<file path="src/rtl/fight_pkg.sv">
// Shared definitions for the fighting-game blocks: action codes, winner encoding,
// sequencer states and the small location/health constants.
package fight_pkg;

    localparam int unsigned ACTION_W = 6;

    localparam logic [ACTION_W-1:0] ACT_NONE       = 6'b000000;
    localparam logic [ACTION_W-1:0] ACT_MOVE_RIGHT = 6'b100000;
    localparam logic [ACTION_W-1:0] ACT_MOVE_LEFT  = 6'b010000;
    localparam logic [ACTION_W-1:0] ACT_WAIT       = 6'b001000;
    localparam logic [ACTION_W-1:0] ACT_JUMP       = 6'b000100;
    localparam logic [ACTION_W-1:0] ACT_KICK       = 6'b000010;
    localparam logic [ACTION_W-1:0] ACT_PUNCH      = 6'b000001;

    localparam logic [1:0] WIN_NONE  = 2'b00;
    localparam logic [1:0] WIN_LEFT  = 2'b01;
    localparam logic [1:0] WIN_RIGHT = 2'b10;
    localparam logic [1:0] WIN_DRAW  = 2'b11;

    localparam logic [1:0] ONE   = 2'd1;
    localparam logic [1:0] TWO   = 2'd2;
    localparam logic [1:0] THREE = 2'd3;

    typedef enum logic [2:0] {
        IDLE       = 3'd0,
        COUNTDOWN  = 3'd1,
        FIGHT      = 3'd2,
        ROUND_END  = 3'd3,
        MATCH_OVER = 3'd4
    } fight_state_e;

    // Anything other than one of the six legal codes becomes a no-op.
    function automatic logic [ACTION_W-1:0] sanitize_action(input logic [ACTION_W-1:0] action);
        logic [ACTION_W-1:0] result;
        case (action)
            ACT_MOVE_RIGHT, ACT_MOVE_LEFT, ACT_WAIT,
            ACT_JUMP, ACT_KICK, ACT_PUNCH: result = action;
            default:                       result = ACT_NONE;
        endcase
        return result;
    endfunction

    function automatic logic is_strike(input logic [ACTION_W-1:0] action);
        return (action == ACT_PUNCH) || (action == ACT_KICK);
    endfunction

    // Larger value wins; a tie is a draw.
    function automatic logic [1:0] pick_winner(input logic [1:0] left_val, input logic [1:0] right_val);
        logic [1:0] result;
        if (left_val > right_val) begin
            result = WIN_LEFT;
        end else if (right_val > left_val) begin
            result = WIN_RIGHT;
        end else begin
            result = WIN_DRAW;
        end
        return result;
    endfunction

endpackage

</file>
<file path="src/rtl/tick_prescaler.sv">
// Divides clk into action ticks; tick marks count 0, eval marks count 2.
module tick_prescaler #(
    parameter int unsigned TICK_DIV = 4
) (
    input  logic clk,
    input  logic rst_n,
    input  logic clear,
    output logic tick,
    output logic eval
);

    localparam int unsigned CNT_W = $clog2(TICK_DIV);

    logic [CNT_W-1:0] count;

    always_ff @(posedge clk) begin
        if (!rst_n) begin
            count <= '0;
        end else if (clear || (count == CNT_W'(TICK_DIV - 1))) begin
            count <= '0;
        end else begin
            count <= count + CNT_W'(1);
        end
    end

    assign tick = (count == '0);
    assign eval = (count == CNT_W'(2));

endmodule

</file>
<file path="src/rtl/fight_round_controller.sv">
// Match sequencer: paces action ticks, forwards sanitized player actions, judges
// rounds by KO or timeout and keeps the best-of match score.
module fight_round_controller
    import fight_pkg::*;
#(
    parameter int unsigned TICK_DIV        = 4,
    parameter int unsigned COUNTDOWN_TICKS = 3,
    parameter int unsigned ROUND_TICKS     = 30,
    parameter int unsigned ROUND_END_TICKS = 2,
    parameter int unsigned WINS_TO_MATCH   = 2,
    parameter int unsigned MAX_ROUNDS      = 5
) (
    input  logic                               clk,
    input  logic                               rst_n,
    input  logic                               start,
    input  logic [5:0]                         left_player_input,
    input  logic [5:0]                         right_player_input,
    input  logic [1:0]                         left_player_health,
    input  logic [1:0]                         right_player_health,
    output logic [5:0]                         left_cmd,
    output logic [5:0]                         right_cmd,
    output logic                               players_rst_n,
    output logic [$clog2(ROUND_TICKS+1)-1:0]   round_timer,
    output logic [1:0]                         left_wins,
    output logic [1:0]                         right_wins,
    output logic [1:0]                         round_winner,
    output logic                               match_over,
    output logic [1:0]                         match_winner,
    output logic [2:0]                         state
);

    localparam int unsigned TIMER_W   = $clog2(ROUND_TICKS + 1);
    localparam int unsigned ROUND_W   = $clog2(MAX_ROUNDS + 1);
    localparam int unsigned PHASE_MAX = (COUNTDOWN_TICKS > ROUND_END_TICKS) ? COUNTDOWN_TICKS
                                                                             : ROUND_END_TICKS;
    localparam int unsigned PHASE_W   = (PHASE_MAX > 1) ? $clog2(PHASE_MAX) : 1;

    fight_state_e        state_q;
    logic                tick;
    logic                eval;
    logic [PHASE_W-1:0]  phase_cnt;
    logic [ROUND_W-1:0]  round_count;
    logic [1:0]          prev_left_health;
    logic [1:0]          prev_right_health;
    logic [5:0]          last_left_cmd;
    logic [5:0]          last_right_cmd;

    logic [5:0]          left_act_c;
    logic [5:0]          right_act_c;
    logic                left_ko_c;
    logic                right_ko_c;
    logic [1:0]          result_c;
    logic [PHASE_W-1:0]  phase_last_c;
    logic                phase_done_c;
    logic                match_done_c;
    logic                start_ok_c;
    logic                enter_countdown_c;
    logic                clear_c;

    tick_prescaler #(
        .TICK_DIV (TICK_DIV)
    ) u_prescaler (
        .clk   (clk),
        .rst_n (rst_n),
        .clear (clear_c),
        .tick  (tick),
        .eval  (eval)
    );

    // Round judgement and phase bookkeeping decisions.
    always_comb begin
        left_act_c  = sanitize_action(left_player_input);
        right_act_c = sanitize_action(right_player_input);

        // A health rise right after being struck means the 2-bit counter wrapped.
        left_ko_c  = (left_player_health == '0)
                  || ((left_player_health > prev_left_health) && is_strike(last_right_cmd));
        right_ko_c = (right_player_health == '0)
                  || ((right_player_health > prev_right_health) && is_strike(last_left_cmd));

        result_c = WIN_NONE;
        if (left_ko_c && right_ko_c) begin
            result_c = WIN_DRAW;
        end else if (left_ko_c) begin
            result_c = WIN_RIGHT;
        end else if (right_ko_c) begin
            result_c = WIN_LEFT;
        end else if (round_timer == '0) begin
            result_c = pick_winner(left_player_health, right_player_health);
        end

        phase_last_c = (state_q == COUNTDOWN) ? PHASE_W'(COUNTDOWN_TICKS - 1)
                                              : PHASE_W'(ROUND_END_TICKS - 1);
        phase_done_c = (phase_cnt == phase_last_c);

        match_done_c = (left_wins == 2'(WINS_TO_MATCH))
                    || (right_wins == 2'(WINS_TO_MATCH))
                    || (round_count == ROUND_W'(MAX_ROUNDS));

        start_ok_c        = start && ((state_q == IDLE) || (state_q == MATCH_OVER));
        enter_countdown_c = start_ok_c
                         || ((state_q == ROUND_END) && tick && phase_done_c && !match_done_c);
        clear_c           = (state_q == IDLE) || enter_countdown_c;
    end

    always_ff @(posedge clk) begin
        if (!rst_n) begin
            state_q           <= IDLE;
            players_rst_n     <= 1'b0;
            left_cmd          <= ACT_NONE;
            right_cmd         <= ACT_NONE;
            round_timer       <= '0;
            left_wins         <= '0;
            right_wins        <= '0;
            round_winner      <= WIN_NONE;
            match_over        <= 1'b0;
            match_winner      <= WIN_NONE;
            phase_cnt         <= '0;
            round_count       <= '0;
            prev_left_health  <= THREE;
            prev_right_health <= THREE;
            last_left_cmd     <= ACT_NONE;
            last_right_cmd    <= ACT_NONE;
        end else begin
            players_rst_n <= 1'b1;
            left_cmd      <= ACT_NONE;
            right_cmd     <= ACT_NONE;

            // Every new round starts from fresh player blocks and a clean history.
            if (enter_countdown_c) begin
                players_rst_n     <= 1'b0;
                phase_cnt         <= '0;
                round_winner      <= WIN_NONE;
                prev_left_health  <= THREE;
                prev_right_health <= THREE;
                last_left_cmd     <= ACT_NONE;
                last_right_cmd    <= ACT_NONE;
            end

            case (state_q)
                IDLE, MATCH_OVER: begin
                    if (start_ok_c) begin
                        state_q      <= COUNTDOWN;
                        left_wins    <= '0;
                        right_wins   <= '0;
                        round_count  <= '0;
                        match_over   <= 1'b0;
                        match_winner <= WIN_NONE;
                    end
                end

                COUNTDOWN: begin
                    if (tick) begin
                        if (phase_done_c) begin
                            state_q     <= FIGHT;
                            phase_cnt   <= '0;
                            round_timer <= TIMER_W'(ROUND_TICKS);
                        end else begin
                            phase_cnt <= phase_cnt + PHASE_W'(1);
                        end
                    end
                end

                FIGHT: begin
                    if (tick) begin
                        left_cmd       <= left_act_c;
                        right_cmd      <= right_act_c;
                        last_left_cmd  <= left_act_c;
                        last_right_cmd <= right_act_c;
                        if (round_timer != '0) begin
                            round_timer <= round_timer - TIMER_W'(1);
                        end
                    end
                    if (eval) begin
                        prev_left_health  <= left_player_health;
                        prev_right_health <= right_player_health;
                        if (result_c != WIN_NONE) begin
                            state_q      <= ROUND_END;
                            phase_cnt    <= '0;
                            round_winner <= result_c;
                            round_count  <= round_count + ROUND_W'(1);
                            if ((result_c == WIN_LEFT) && (left_wins != 2'(WINS_TO_MATCH))) begin
                                left_wins <= left_wins + 2'd1;
                            end
                            if ((result_c == WIN_RIGHT) && (right_wins != 2'(WINS_TO_MATCH))) begin
                                right_wins <= right_wins + 2'd1;
                            end
                        end
                    end
                end

                ROUND_END: begin
                    if (tick) begin
                        if (phase_done_c) begin
                            phase_cnt <= '0;
                            if (match_done_c) begin
                                state_q      <= MATCH_OVER;
                                match_over   <= 1'b1;
                                match_winner <= pick_winner(left_wins, right_wins);
                            end else begin
                                state_q <= COUNTDOWN;
                            end
                        end else begin
                            phase_cnt <= phase_cnt + PHASE_W'(1);
                        end
                    end
                end

                default: state_q <= IDLE;
            endcase
        end
    end

    assign state = state_q;

endmodule

</file>
<file path="config.mk">
export PLATFORM = sky130hd
export DESIGN_NAME = fight_round_controller
export DESIGN_NICKNAME = d
export VERILOG_FILES = /design/src/rtl/fight_pkg.sv /design/src/rtl/tick_prescaler.sv /design/src/rtl/fight_round_controller.sv
export SDC_FILE = /design/constraint.sdc
export NUM_CORES = 1
export LEC_CHECK = 0
export BUFFER_PORTS_ARGS = -buffer_cell sky130_fd_sc_hd__buf_4
export CAP_MARGIN = 30
export CORE_MARGIN = 5
export CORE_UTILIZATION = 50
export DETAILED_ROUTE_END_ITERATION = 8
export PLACE_DENSITY = 0.74
export REMOVE_ABC_BUFFERS = 1
export SLEW_MARGIN = 40
export SYNTH_ARGS = -nofsm -noshare
export SYNTH_HDL_FRONTEND = slang
export SYNTH_HIERARCHICAL = 1
export SYNTH_SLANG_ARGS = --single-unit
</file>
<file path="constraint.sdc">
create_clock -name clk -period 2.1 [get_ports clk]
set_clock_uncertainty 0.05 [all_clocks]
set_input_delay 0.21 -clock clk [delete_from_list [all_inputs] [get_ports clk]]
set_output_delay 0.21 -clock clk [all_outputs]
set_load 0.01 [all_outputs]
</file>
==> results.py <==
metrics = {
    "status": {
        "status": "finished with violations",
        "violations": "negative setup slack",
    },
    "critical_path": {
        "crit_fanout": 3,
        "cp_data_required_time_ns": 2.29,
        "critPathSlowestCell": "or4_4",
        "crit_arrival_ns": 2.48,
        "max_stage_delay_ns": 0.43,
        "crit_path_end_kind": "register",
        "cp_cell_sequence": "inv_2 > ha_4 > nor2b_4 > o2111a_1 > or2_4 > or3_4 > or4_4 > a31oi_1",
        "path_class": "reg -> reg",
        "critPathLaunchType": "register",
    },
    "synthesis": {
        "synthArstFlopShare": 0,
        "syn-cell-area_sq_um": 2600,
        "synthCells": 284,
        "synth-seq-cells": 53,
        "yosysSeqAreaShare": 0.408,
        "ys.flop_type": "dfxtp_1",
        "synth.distinct_cells": 58,
        "yosysWarnings": 6,
        "synth_edf_count": 0,
        "synth.avg_cell_area_sq_um": 9.15,
    },
    "floorplanning": {
        "core_sq_um": 5070,
        "fp.dieH_microns": 82.1,
        "die-area_sq_um": 6740,
        "initial_utilization": 0.512,
        "io_pins": 49,
        "die_x_microns": 82.1,
        "row_count": 26,
    },
    "placement": {
        "io_buffers": 48,
        "hpwl_microns": 4590,
        "placed_cell_area_sq_um": 3240,
        "place_congestion": 0.856,
        "dp_slack_ns": -0.291,
    },
    "cells_and_area": {
        "diodes": 0,
        "final_area_sq_um": 3470,
        "drive_gt1_frac": 0.326,
        "syn2layout_area_growth_pct": 33.6,
        "nets": 400,
    },
    "timing": {
        "rsz0062_at_grt": "true",
        "tns_ns": -0.554,
        "fmax_mhz": 437,
        "fin_crit_ns": 2.29,
        "setup_ws_ns": -0.188,
        "fin_crit_sh": 1.09,
        "drv_slew": 0,
        "worstMarginPinSlew_ns": 0.468,
        "slew_headroom": 0.688,
        "finalHoldViolCount": 0,
        "setup_viol": 6,
    },
    "cts": {
        "hold_buffers": 0,
        "clock_sink_count": 53,
        "cts-root-buf": "clkbuf_8",
        "clock_latency_ns": 0.31,
        "clock_path_buffers": 2,
        "numCtsBuffers": 5,
        "cts_tree": "yes",
        "cts.clk_slew.worst_paths_ns": 0.10,
        "ctsHtreeMaxLevel": 2,
    },
    "power_and_ir_drop": {
        "pwr_density_cell_nw_per_um2": 548,
        "peakVddDrop_uv": 432,
        "leakagePower_uw": 0.00151,
    },
    "drt": {
        "drt_first_pass_iters": 4,
        "first_iter_violations": 100,
        "vias": 2353,
        "met2_length_microns": 3010,
        "totalWireLength_microns": 6150,
        "top_layer_used": "met4",
        "wl_met1_microns": 2780,
        "wl_per_cell_microns": 14.1,
        "vias_per_cell": 5.41,
        "ant_nets": 0,
        "wl_met3_microns": 254,
        "drc": 0,
    },
    "global_route": {
        "grt_overflow": 0,
        "grt_pass1_vias": 2276,
        "grt_max_degree": 18,
        "antenna_found_initial": 0,
        "grt_pass1_wl_microns": 10400,
        "grtUsageTotal": 0.197,
    },
    "job": {
        "cap_viol_max_count": 0,
    },
    "min_path": {
        "hp-class": "in -> reg",
    },
}
-- metal layers --
layer	global-route usage	up-vias
li1	-	1182
met1	0.256	1093
met2	0.331	66
met3	0.0315	12
met4	0.0681	0
met5	0	-
-- kinds of logic after synthesis --
kind of cell,share of synthesized area
XOR/XNOR,0.0168
flip-flops,0.408
AO/OA/AOI/OAI,0.186
buffers and inverters,0.0366
AND/OR/NAND/NOR,0.255
multiplexers,0.0154
adder cells (fa/ha/maj),0.0818
-- Yosys cell counts, drive strengths merged (2+ instances only) --
| library cell | instances | area (sq um) |
|---|---|---|
| o21a | 2 | 15.0 |
| a22o | 7 | 61.3 |
| and2 | 7 | 43.8 |
| xor2 | 4 | 35.0 |
| nor2 | 23 | 86.3 |
| nor3b | 9 | 98.9 |
| or4 | 3 | 30.0 |
| nor2b | 9 | 63.8 |
| a311oi | 2 | 17.5 |
| or3 | 6 | 37.5 |
| ha | 17 | 213 |
| inv | 17 | 63.8 |
| a211o | 2 | 17.5 |
| o21ai | 13 | 65.1 |
| a31oi | 3 | 18.8 |
| nor4 | 5 | 31.3 |
| a21oi | 13 | 65.1 |
| nand3 | 4 | 20.0 |
| or2 | 3 | 21.3 |
| nand3b | 3 | 22.5 |
| dfxtp | 53 | 1060 |
| nor4b | 2 | 23.8 |
| a211oi | 4 | 30.0 |
| nor3 | 5 | 25.0 |
| a21o | 6 | 45.0 |
| clkbuf | 7 | 26.3 |
| nand2b | 4 | 25.0 |
| o22a | 4 | 35.0 |
| mux2i | 4 | 40.0 |
| nand2 | 23 | 86.3 |
-- cells in the final DEF (no fill, tap or decap), drive strengths merged, types with 3 or more instances in the layout --
master  netlist  final
a211oi        4      4
a21o          6      6
a21oi        13     13
a22o          7      7
a31oi         3      3
and2          7      7
buf           1     81
clkbuf        7      6
dfxtp        53     53
ha           17     17
inv          17     18
mux2i         4      4
nand2        23     23
nand2b        4      4
nand3         4      4
nand3b        3      3
nor2         23     23
nor2b         9      9
nor3          5      5
nor3b         9      9
nor4          5      5
o21ai        13     13
o22a          4      4
or2           3      3
or3           6      6
or4           3      3
xor2          4      4
-- state kept, by name, summed over array words and instances (netlist names), 2 cells and up --
register	flops
last_right_cmd	6
right_cmd	6
phase_cnt	2
right_wins	2
prev_right_health	2
round_count	3
state	3
prev_left_health	2
match_winner	2
round_winner	2
left_cmd	6
last_left_cmd	6
u_prescaler/count	2
round_timer	5
left_wins	2
-- worst paths after layout --
kind / startpoint / endpoint / slack, ns / cells past startpoint
hold / removal: left_player_input[5] / left_cmd[4]$_SDFF_PN0_ / 0.03 / 2
hold reg to reg: match_winner[1]$_SDFFE_PN0P_ / match_winner[1]$_SDFFE_PN0P_ / 0.41 / 2
setup reg to reg: prev_right_health[1]$_SDFF_PN1_ / phase_cnt[1]$_SDFF_PN0_ / -0.19 / 8
setup / recovery: prev_right_health[1]$_SDFF_PN1_ / phase_cnt[1]$_SDFF_PN0_ / -0.19 / 8
-- layout make-up --
cell class	instances	area [sq um]
Inverter	17	63.8
Clock inverter	2	17.5
Clock buffer	6	82.6
Timing Repair Buffer	81	616
Fill cell	436	1600
Tap cell	70	87.6
Multi-Input combinational cell	206	1540
Sequential cell	53	1060
-- timing repair --
action,in CTS,in global routing
pin swaps,4,8
setup endpoints to repair,13,28
setup buffers,2,1
resized for setup,10,13
-- power breakdown --
group	leakage, uW	switching [uW]	total, uW	internal, uW
clock	0.0000518	342	616	274
sequential	0.000427	10.1	1030	1010
combinational	0.00103	142	264	122
-- worst max-delay path: cells and delay by family (launching register included) --
family / cells / cell delay (ns)
flops: 1 / 0.35
fa+ha+maj: 1 / 0.20
compound gates: 2 / 0.40
simple gates: 4 / 1.16
buf+inv: 1 / 0.04
-- per-stage QoR --
stage / hold slack, ns / total power (uW) / std cells / util
2_1_floorplan: 0.236 / 1170 / 276 / -
3_3_place_gp: 0.361 / 1280 / 424 / 0.639
3_5_place_dp: 0.361 / 1280 / 424 / 0.639
4_1_cts: 0.0224 / 1910 / 434 / 0.671
5_1_grt: 0.0185 / 1990 / 435 / 0.685
6_report: 0.0315 / 1900 / 435 / 0.685
Note: power is estimated with default switching activity, not from simulation.
